--- src/rtl/tcb_lite_arbiter_if.sv ---
// Manager- and subordinate-side signal bundle of the TCB-Lite arbiter.
// master: the surrounding system (managers plus subordinate); slave: the arbiter itself.
interface tcb_lite_arbiter_if #(
    parameter int unsigned IFN   = 2,
    parameter int unsigned REQ_W = 70,
    parameter int unsigned RSP_W = 33
);
    logic [IFN-1:0]       man_vld;
    logic [IFN-1:0]       man_rdy;
    logic [IFN*REQ_W-1:0] man_req;
    logic [RSP_W-1:0]     man_rsp;
    logic [IFN-1:0]       man_rsp_vld;
    logic                 sub_vld;
    logic                 sub_rdy;
    logic [REQ_W-1:0]     sub_req;
    logic [RSP_W-1:0]     sub_rsp;

    modport master (
        output man_vld, man_req, sub_rdy, sub_rsp,
        input  man_rdy, man_rsp, man_rsp_vld, sub_vld, sub_req
    );

    modport slave (
        input  man_vld, man_req, sub_rdy, sub_rsp,
        output man_rdy, man_rsp, man_rsp_vld, sub_vld, sub_req
    );
endinterface

--- src/rtl/tcb_lite_arbiter.sv ---
// Shares one TCB-Lite subordinate between IFN managers: round-robin or fixed-priority grant,
// grant locked across backpressure, responses routed back through a DLY-deep index pipe.
module tcb_lite_arbiter #(
    parameter int unsigned IFN   = 2,
    parameter int unsigned DLY   = 1,
    parameter int unsigned REQ_W = 70,
    parameter int unsigned RSP_W = 33,
    parameter bit          RR    = 1'b1
) (
    input  logic              clk,
    input  logic              rst,
    tcb_lite_arbiter_if.slave bus
);
    localparam int unsigned IW = (IFN > 1) ? $clog2(IFN) : 1;

    logic [IW-1:0] ptr_q;
    logic [IW-1:0] lck_idx_q;
    logic          lck_q;
    logic [IW-1:0] sel;
    logic [IW-1:0] grant;
    logic          sub_trn;
    int unsigned   cand;

    // Descending scan: the last hit is the candidate closest to the search start.
    always_comb begin
        sel  = ptr_q;
        cand = 0;
        for (int k = int'(IFN) - 1; k >= 0; k--) begin
            if (RR) cand = (32'(ptr_q) + 32'(k)) % IFN;
            else    cand = 32'(k);
            if (bus.man_vld[cand]) sel = IW'(cand);
        end
    end

    assign grant   = lck_q ? lck_idx_q : sel;
    assign sub_trn = bus.sub_vld & bus.sub_rdy;

    always_comb begin
        bus.sub_vld = 1'b0;
        bus.sub_req = '0;
        bus.man_rdy = '0;
        for (int i = 0; i < int'(IFN); i++) begin
            if (grant == IW'(i)) begin
                bus.sub_vld    = bus.man_vld[i];
                bus.sub_req    = bus.man_req[i*REQ_W +: REQ_W];
                bus.man_rdy[i] = bus.sub_rdy;
            end
        end
    end

    assign bus.man_rsp = bus.sub_rsp[RSP_W-1:0];

    // A stalled request pins the grant until it transfers.
    always_ff @(posedge clk or negedge rst) begin
        if (!rst) begin
            ptr_q     <= '0;
            lck_q     <= 1'b0;
            lck_idx_q <= '0;
        end else begin
            if (sub_trn) begin
                lck_q <= 1'b0;
            end else if (bus.sub_vld) begin
                lck_q     <= 1'b1;
                lck_idx_q <= grant;
            end
            if (RR && sub_trn) begin
                ptr_q <= (grant == IW'(IFN - 1)) ? '0 : grant + 1'b1;
            end
        end
    end

    generate
        if (DLY == 0) begin : g_nodly
            always_comb begin
                bus.man_rsp_vld = '0;
                for (int i = 0; i < int'(IFN); i++) begin
                    bus.man_rsp_vld[i] = sub_trn && (grant == IW'(i));
                end
            end
        end else begin : g_pipe
            logic [DLY-1:0] pv_q;
            logic [IW-1:0]  pi_q [DLY];

            always_ff @(posedge clk or negedge rst) begin
                if (!rst) begin
                    pv_q <= '0;
                    for (int k = 0; k < int'(DLY); k++) pi_q[k] <= '0;
                end else begin
                    pv_q[0] <= sub_trn;
                    pi_q[0] <= grant;
                    for (int k = 1; k < int'(DLY); k++) begin
                        pv_q[k] <= pv_q[k-1];
                        pi_q[k] <= pi_q[k-1];
                    end
                end
            end

            always_comb begin
                bus.man_rsp_vld = '0;
                for (int i = 0; i < int'(IFN); i++) begin
                    bus.man_rsp_vld[i] = pv_q[DLY-1] && (pi_q[DLY-1] == IW'(i));
                end
            end
        end
    endgenerate
endmodule

--- src/flat_wrapper.sv ---
// flat-port wrapper written by rule: the top's interface ports become plain ports
module tcb_lite_arbiter_flat 
#(
    parameter int unsigned IFN   = 2,
    parameter int unsigned DLY   = 1,
    parameter int unsigned REQ_W = 70,
    parameter int unsigned RSP_W = 33,
    parameter bit          RR    = 1'b1
)
  (clk, rst, bus_man_vld, bus_man_req, bus_sub_rdy, bus_sub_rsp, bus_man_rdy, bus_man_rsp, bus_man_rsp_vld, bus_sub_vld, bus_sub_req);
  tcb_lite_arbiter_if #(.IFN(IFN), .REQ_W(REQ_W), .RSP_W(RSP_W)) bus_i ();
  input  logic clk;
  input  logic rst;
  input wire logic [$bits(bus_i.man_vld)-1:0] bus_man_vld;
  input wire logic [$bits(bus_i.man_req)-1:0] bus_man_req;
  input wire logic [$bits(bus_i.sub_rdy)-1:0] bus_sub_rdy;
  input wire logic [$bits(bus_i.sub_rsp)-1:0] bus_sub_rsp;
  output wire logic [$bits(bus_i.man_rdy)-1:0] bus_man_rdy;
  output wire logic [$bits(bus_i.man_rsp)-1:0] bus_man_rsp;
  output wire logic [$bits(bus_i.man_rsp_vld)-1:0] bus_man_rsp_vld;
  output wire logic [$bits(bus_i.sub_vld)-1:0] bus_sub_vld;
  output wire logic [$bits(bus_i.sub_req)-1:0] bus_sub_req;
  assign bus_i.man_vld = bus_man_vld;
  assign bus_i.man_req = bus_man_req;
  assign bus_i.sub_rdy = bus_sub_rdy;
  assign bus_i.sub_rsp = bus_sub_rsp;
  assign bus_man_rdy = bus_i.man_rdy;
  assign bus_man_rsp = bus_i.man_rsp;
  assign bus_man_rsp_vld = bus_i.man_rsp_vld;
  assign bus_sub_vld = bus_i.sub_vld;
  assign bus_sub_req = bus_i.sub_req;
  tcb_lite_arbiter #(.IFN(IFN), .DLY(DLY), .REQ_W(REQ_W), .RSP_W(RSP_W), .RR(RR)) u_core (.clk(clk), .rst(rst), .bus(bus_i));
endmodule
--- config.mk ---
export PLATFORM = sky130hd
export DESIGN_NAME = tcb_lite_arbiter_flat
export DESIGN_NICKNAME = d
export VERILOG_FILES = /design/src/rtl/tcb_lite_arbiter_if.sv /design/src/rtl/tcb_lite_arbiter.sv /design/src/flat_wrapper.sv
export SDC_FILE = /design/constraint.sdc
export NUM_CORES = 1
export LEC_CHECK = 0
export CORE_AREA = 2 2 112 114
export CTS_CLUSTER_SIZE = 12
export DETAILED_ROUTE_END_ITERATION = 12
export DIE_AREA = 0 0 114 116
export GPL_TIMING_DRIVEN = 0
export PLACE_DENSITY = 0.58
export SKIP_LAST_GASP = 1
export SYNTH_ARGS = -nofsm -noshare
export SYNTH_HDL_FRONTEND = slang
export SYNTH_SLANG_ARGS = --single-unit
--- constraint.sdc ---
create_clock -name clk -period 2.4 [get_ports clk]
set_input_delay 0.48 -clock clk [delete_from_list [all_inputs] [get_ports clk]]
set_output_delay 0.48 -clock clk [all_outputs]
set_load 0.05 [all_outputs]
==> impl_metrics.env <==
export IMPL_status="complete, no violations"
export IMPL_whs_ns=0.471
export IMPL_antenna_cells=0
export IMPL_wirelength_um=8850
export IMPL_num_rows=40
export IMPL_insertion_delay_ns=0.22
export IMPL_syn_nets=317
export IMPL_drive_gt1_share_pct=49.8
export IMPL_route_detailed_drc=0
export IMPL_tightest_slew_ns=0.544
export IMPL_rsz0062_at_grt="yes"
export IMPL_pin_count=286
export IMPL_detail_route_wl_per_cell_um=16.1
export IMPL_ys_ff_latch=5
export IMPL_h_tree_depth=1
export IMPL_seq_area_frac_synth_pct=8.98
export IMPL_dp_cells=537
export IMPL_power_leakage_nw=2.06
export IMPL_chipWidth_um=114
export IMPL_yosysWarningCount=0
export IMPL_cts_buffer_depth=2
export IMPL_ys_types=20
export IMPL_cts_tree="done"
export IMPL_crit_slowest_cell="mux2_2"
export IMPL_grt_use_total_pct=11.2
export IMPL_finalSetupViolCount=0
export IMPL_synth_area_top_cells="mux2_2 52%, buf_4 18%, dfrtp_1 9.0%"
export IMPL_crit_path_frequent_cell="buf_6"
export IMPL_fin_nets=583
export IMPL_netlist_instances=139
export IMPL_avgSynthCellArea_um2=10.0
export IMPL_crit_type="in -> out"
export IMPL_grt_pass1_wl_um=11300
export IMPL_hpwl_um=7320
export IMPL_vias=2096
export IMPL_arrival_ns=1.90
export IMPL_drtIter0Drc=42
export IMPL_synth_top_cell_by_area="mux2_2"
export IMPL_synthesis_area_um2=1390
export IMPL_antenna_found_initial=0
export IMPL_ir_drop_mv=0.293
export IMPL_clk_pin_slew_ns=0.03
export IMPL_gp_congestion=0.767
export IMPL_cts_sinks=5
export IMPL_reg2reg_slack_ns=1.24
export IMPL_fillerInstances=1181
export IMPL_ant_nets=0
export IMPL_regToRegStartpoint="u_core.lck_q$_DFFE_PN0P_"
export IMPL_hp_class="in -> async"
export IMPL_cts_buffers=3
export IMPL_core_um2=11900
export IMPL_vias_per_cell=3.80
export IMPL_holdBufCountCts=0
export IMPL_drt_pass1_iterations=4
export IMPL_relSlewSlack_pct=63.6
export IMPL_slew_violations=0
export IMPL_initial_utilization_pct=11.7
export IMPL_grt_pass1_vias=2139
export IMPL_grt_overflow=0
export IMPL_worst_ep_required_time_ns=1.92
export IMPL_grt_max_degree=11
export IMPL_critical_path_cell_chain="buf_4 -> a21boi_4 -> o31ai_4 -> buf_6 -> buf_12 -> buf_8 -> mux2_2 -> buf_6"
export IMPL_period_share_pct=99.3
export IMPL_crit_family="buffers and inverters"
export IMPL_clock_fmax_mhz=419
export IMPL_cts_root_buffer="clkbuf_16"
export IMPL_die_area_um2=13200
export IMPL_area_growth_syn_to_layout_pct=237
export IMPL_die_y_um=116
export IMPL_reg2reg_depth=4
export IMPL_finClkSkew_ns=0.00146
export IMPL_path_buf_inv=5
export IMPL_start_kind="primary input"
export IMPL_netlist_area_leader_share_pct=51.8
export IMPL_hold_viol=0
export IMPL_reg2reg_to="u_core.g_pipe.pi_q$_DFF_PN0_"
export IMPL_crit_fanout=7
export IMPL_fin_crit_ns=2.38
export IMPL_end_kind="output pin"
export IMPL_fin_cells=551
export IMPL_io_buffers=251
export IMPL_path_depth=8
export IMPL_powerDensity_nw_per_um2=907
export IMPL_max_stage_delay_ns=0.36
export IMPL_drv_cap=0
## layout by cell type (no fill, tap or decap), drive strengths merged
cell type,netlist,layout
inv,2,2
dlygate4sd2,0,1
bufbuf,0,1
nor2,4,4
o21ai,1,1
o31ai,1,1
a21oi,1,1
clkdlybuf4s15,0,1
dfrtp,5,5
nand2,3,3
clkdlybuf4s50,0,177
nor2b,1,1
mux2i,1,1
clkbuf,0,7
and2,2,2
o221a,1,1
a21boi,2,2
o22a,1,1
buf,41,119
a31oi,3,3
mux2,70,70
## sequential cells by signal, indices dropped and copies added, names as in the netlist
name	cells
u_core.g_pipe.pi_q	1
u_core.g_pipe.pv_q	1
u_core.lck_idx_q	1
u_core.lck_q	1
u_core.ptr_q	1
## power breakdown
group | total [mW] | switching, mW | internal [mW]
Clock | 0.269 | 0.0496 | 0.220
Sequential | 0.154 | 0.0396 | 0.114
Combinational | 3.84 | 2.01 | 1.83
Total | 4.26 | 2.10 | 2.16
## worst register-to-register path: stages, from the launching register on
cell	delay [ns]
dfrtp_1	0.44
nand2_1	0.19
o31ai_4	0.11
buf_6	0.16
buf_8	0.14
## per-layer routing
layer	vias to the layer above	GRT usage [%]	routed length [µm]
met2	170	21.4	4550
met5	-	0	0
li1	996	-	-
met1	928	13.1	3430
met4	0	1.46	19
met3	2	2.35	851
## stage by stage
stage          setup TNS [ns]  worst slack (ns)  utilization (%)  power (mW)  area, µm²
2_1_floorplan        -0.00745          -0.00745                -        2.21       1390
3_3_place_gp           -93.64             -1.40             34.3        3.26       4090
3_5_place_dp           -93.22             -1.39             34.3        3.26       4090
4_1_cts                -0.140           -0.0195             37.3        4.01       4450
5_1_grt                -0.170           -0.0311             39.4        4.41       4690
6_report                    0            0.0160             39.4        4.26       4690
## cell families (layout without fill, tap and decap cells)
kind of cell | count (synthesis) | after routing | synth area share (%)
AO/OA/AOI/OAI | 10 | 10 | 6.11
AND/OR/NAND/NOR | 10 | 10 | 3.23
flip-flops | 5 | 5 | 8.98
buffers and inverters | 43 | 308 | 24.3
multiplexers | 71 | 71 | 57.3
## cell type report
class | count | area (µm²) | area share [%]
Inverter | 2 | 7.51 | 0.160
Timing Repair Buffer | 261 | 2850 | 60.7
Tap cell | 147 | 184 | 3.92
Buffer | 41 | 370 | 7.89
Multi-Input combinational cell | 91 | 1080 | 23.0
Clock buffer | 4 | 78.8 | 1.68
Sequential cell | 5 | 126 | 2.69
## timing repair
action | CTS | global route
endpoints found under the hold margin | 0 | 0
resized for setup | 517 | 56
pin swaps | 1 | 2
cloned | 3 | 2
setup buffers | 6 | 0
setup endpoints to repair | 73 | 58
## how the worst max path moves through the flow
stage                                  start               to  slack [ns]
finish                        bus_man_vld[0]  bus_sub_req[68]        0.02
global route        u_core.ptr_q$_DFFE_PN0P_  bus_sub_req[63]       -0.03
CTS                           bus_man_vld[0]   bus_sub_req[4]       -0.02
detailed placement            bus_man_vld[0]  bus_sub_req[49]       -1.39
global placement              bus_man_vld[0]  bus_sub_req[49]       -1.40
floorplan                     bus_man_vld[1]  bus_sub_req[62]      -0.007
## cell usage after synthesis
cell type  instances
mux2_2            64
buf_4             33
buf_6              7
mux2_1             6
dfrtp_1            5
nor2_1             4
a31oi_1            3
nand2_1            3
and2_1             2
inv_1              2
a21boi_0           1
a21boi_1           1
a21oi_1            1
buf_2              1
mux2i_1            1
nor2b_1            1
o21ai_0            1
o221a_2            1
o22a_1             1
o31ai_4            1
No activity file was read; power rests on OpenSTA's default activity.
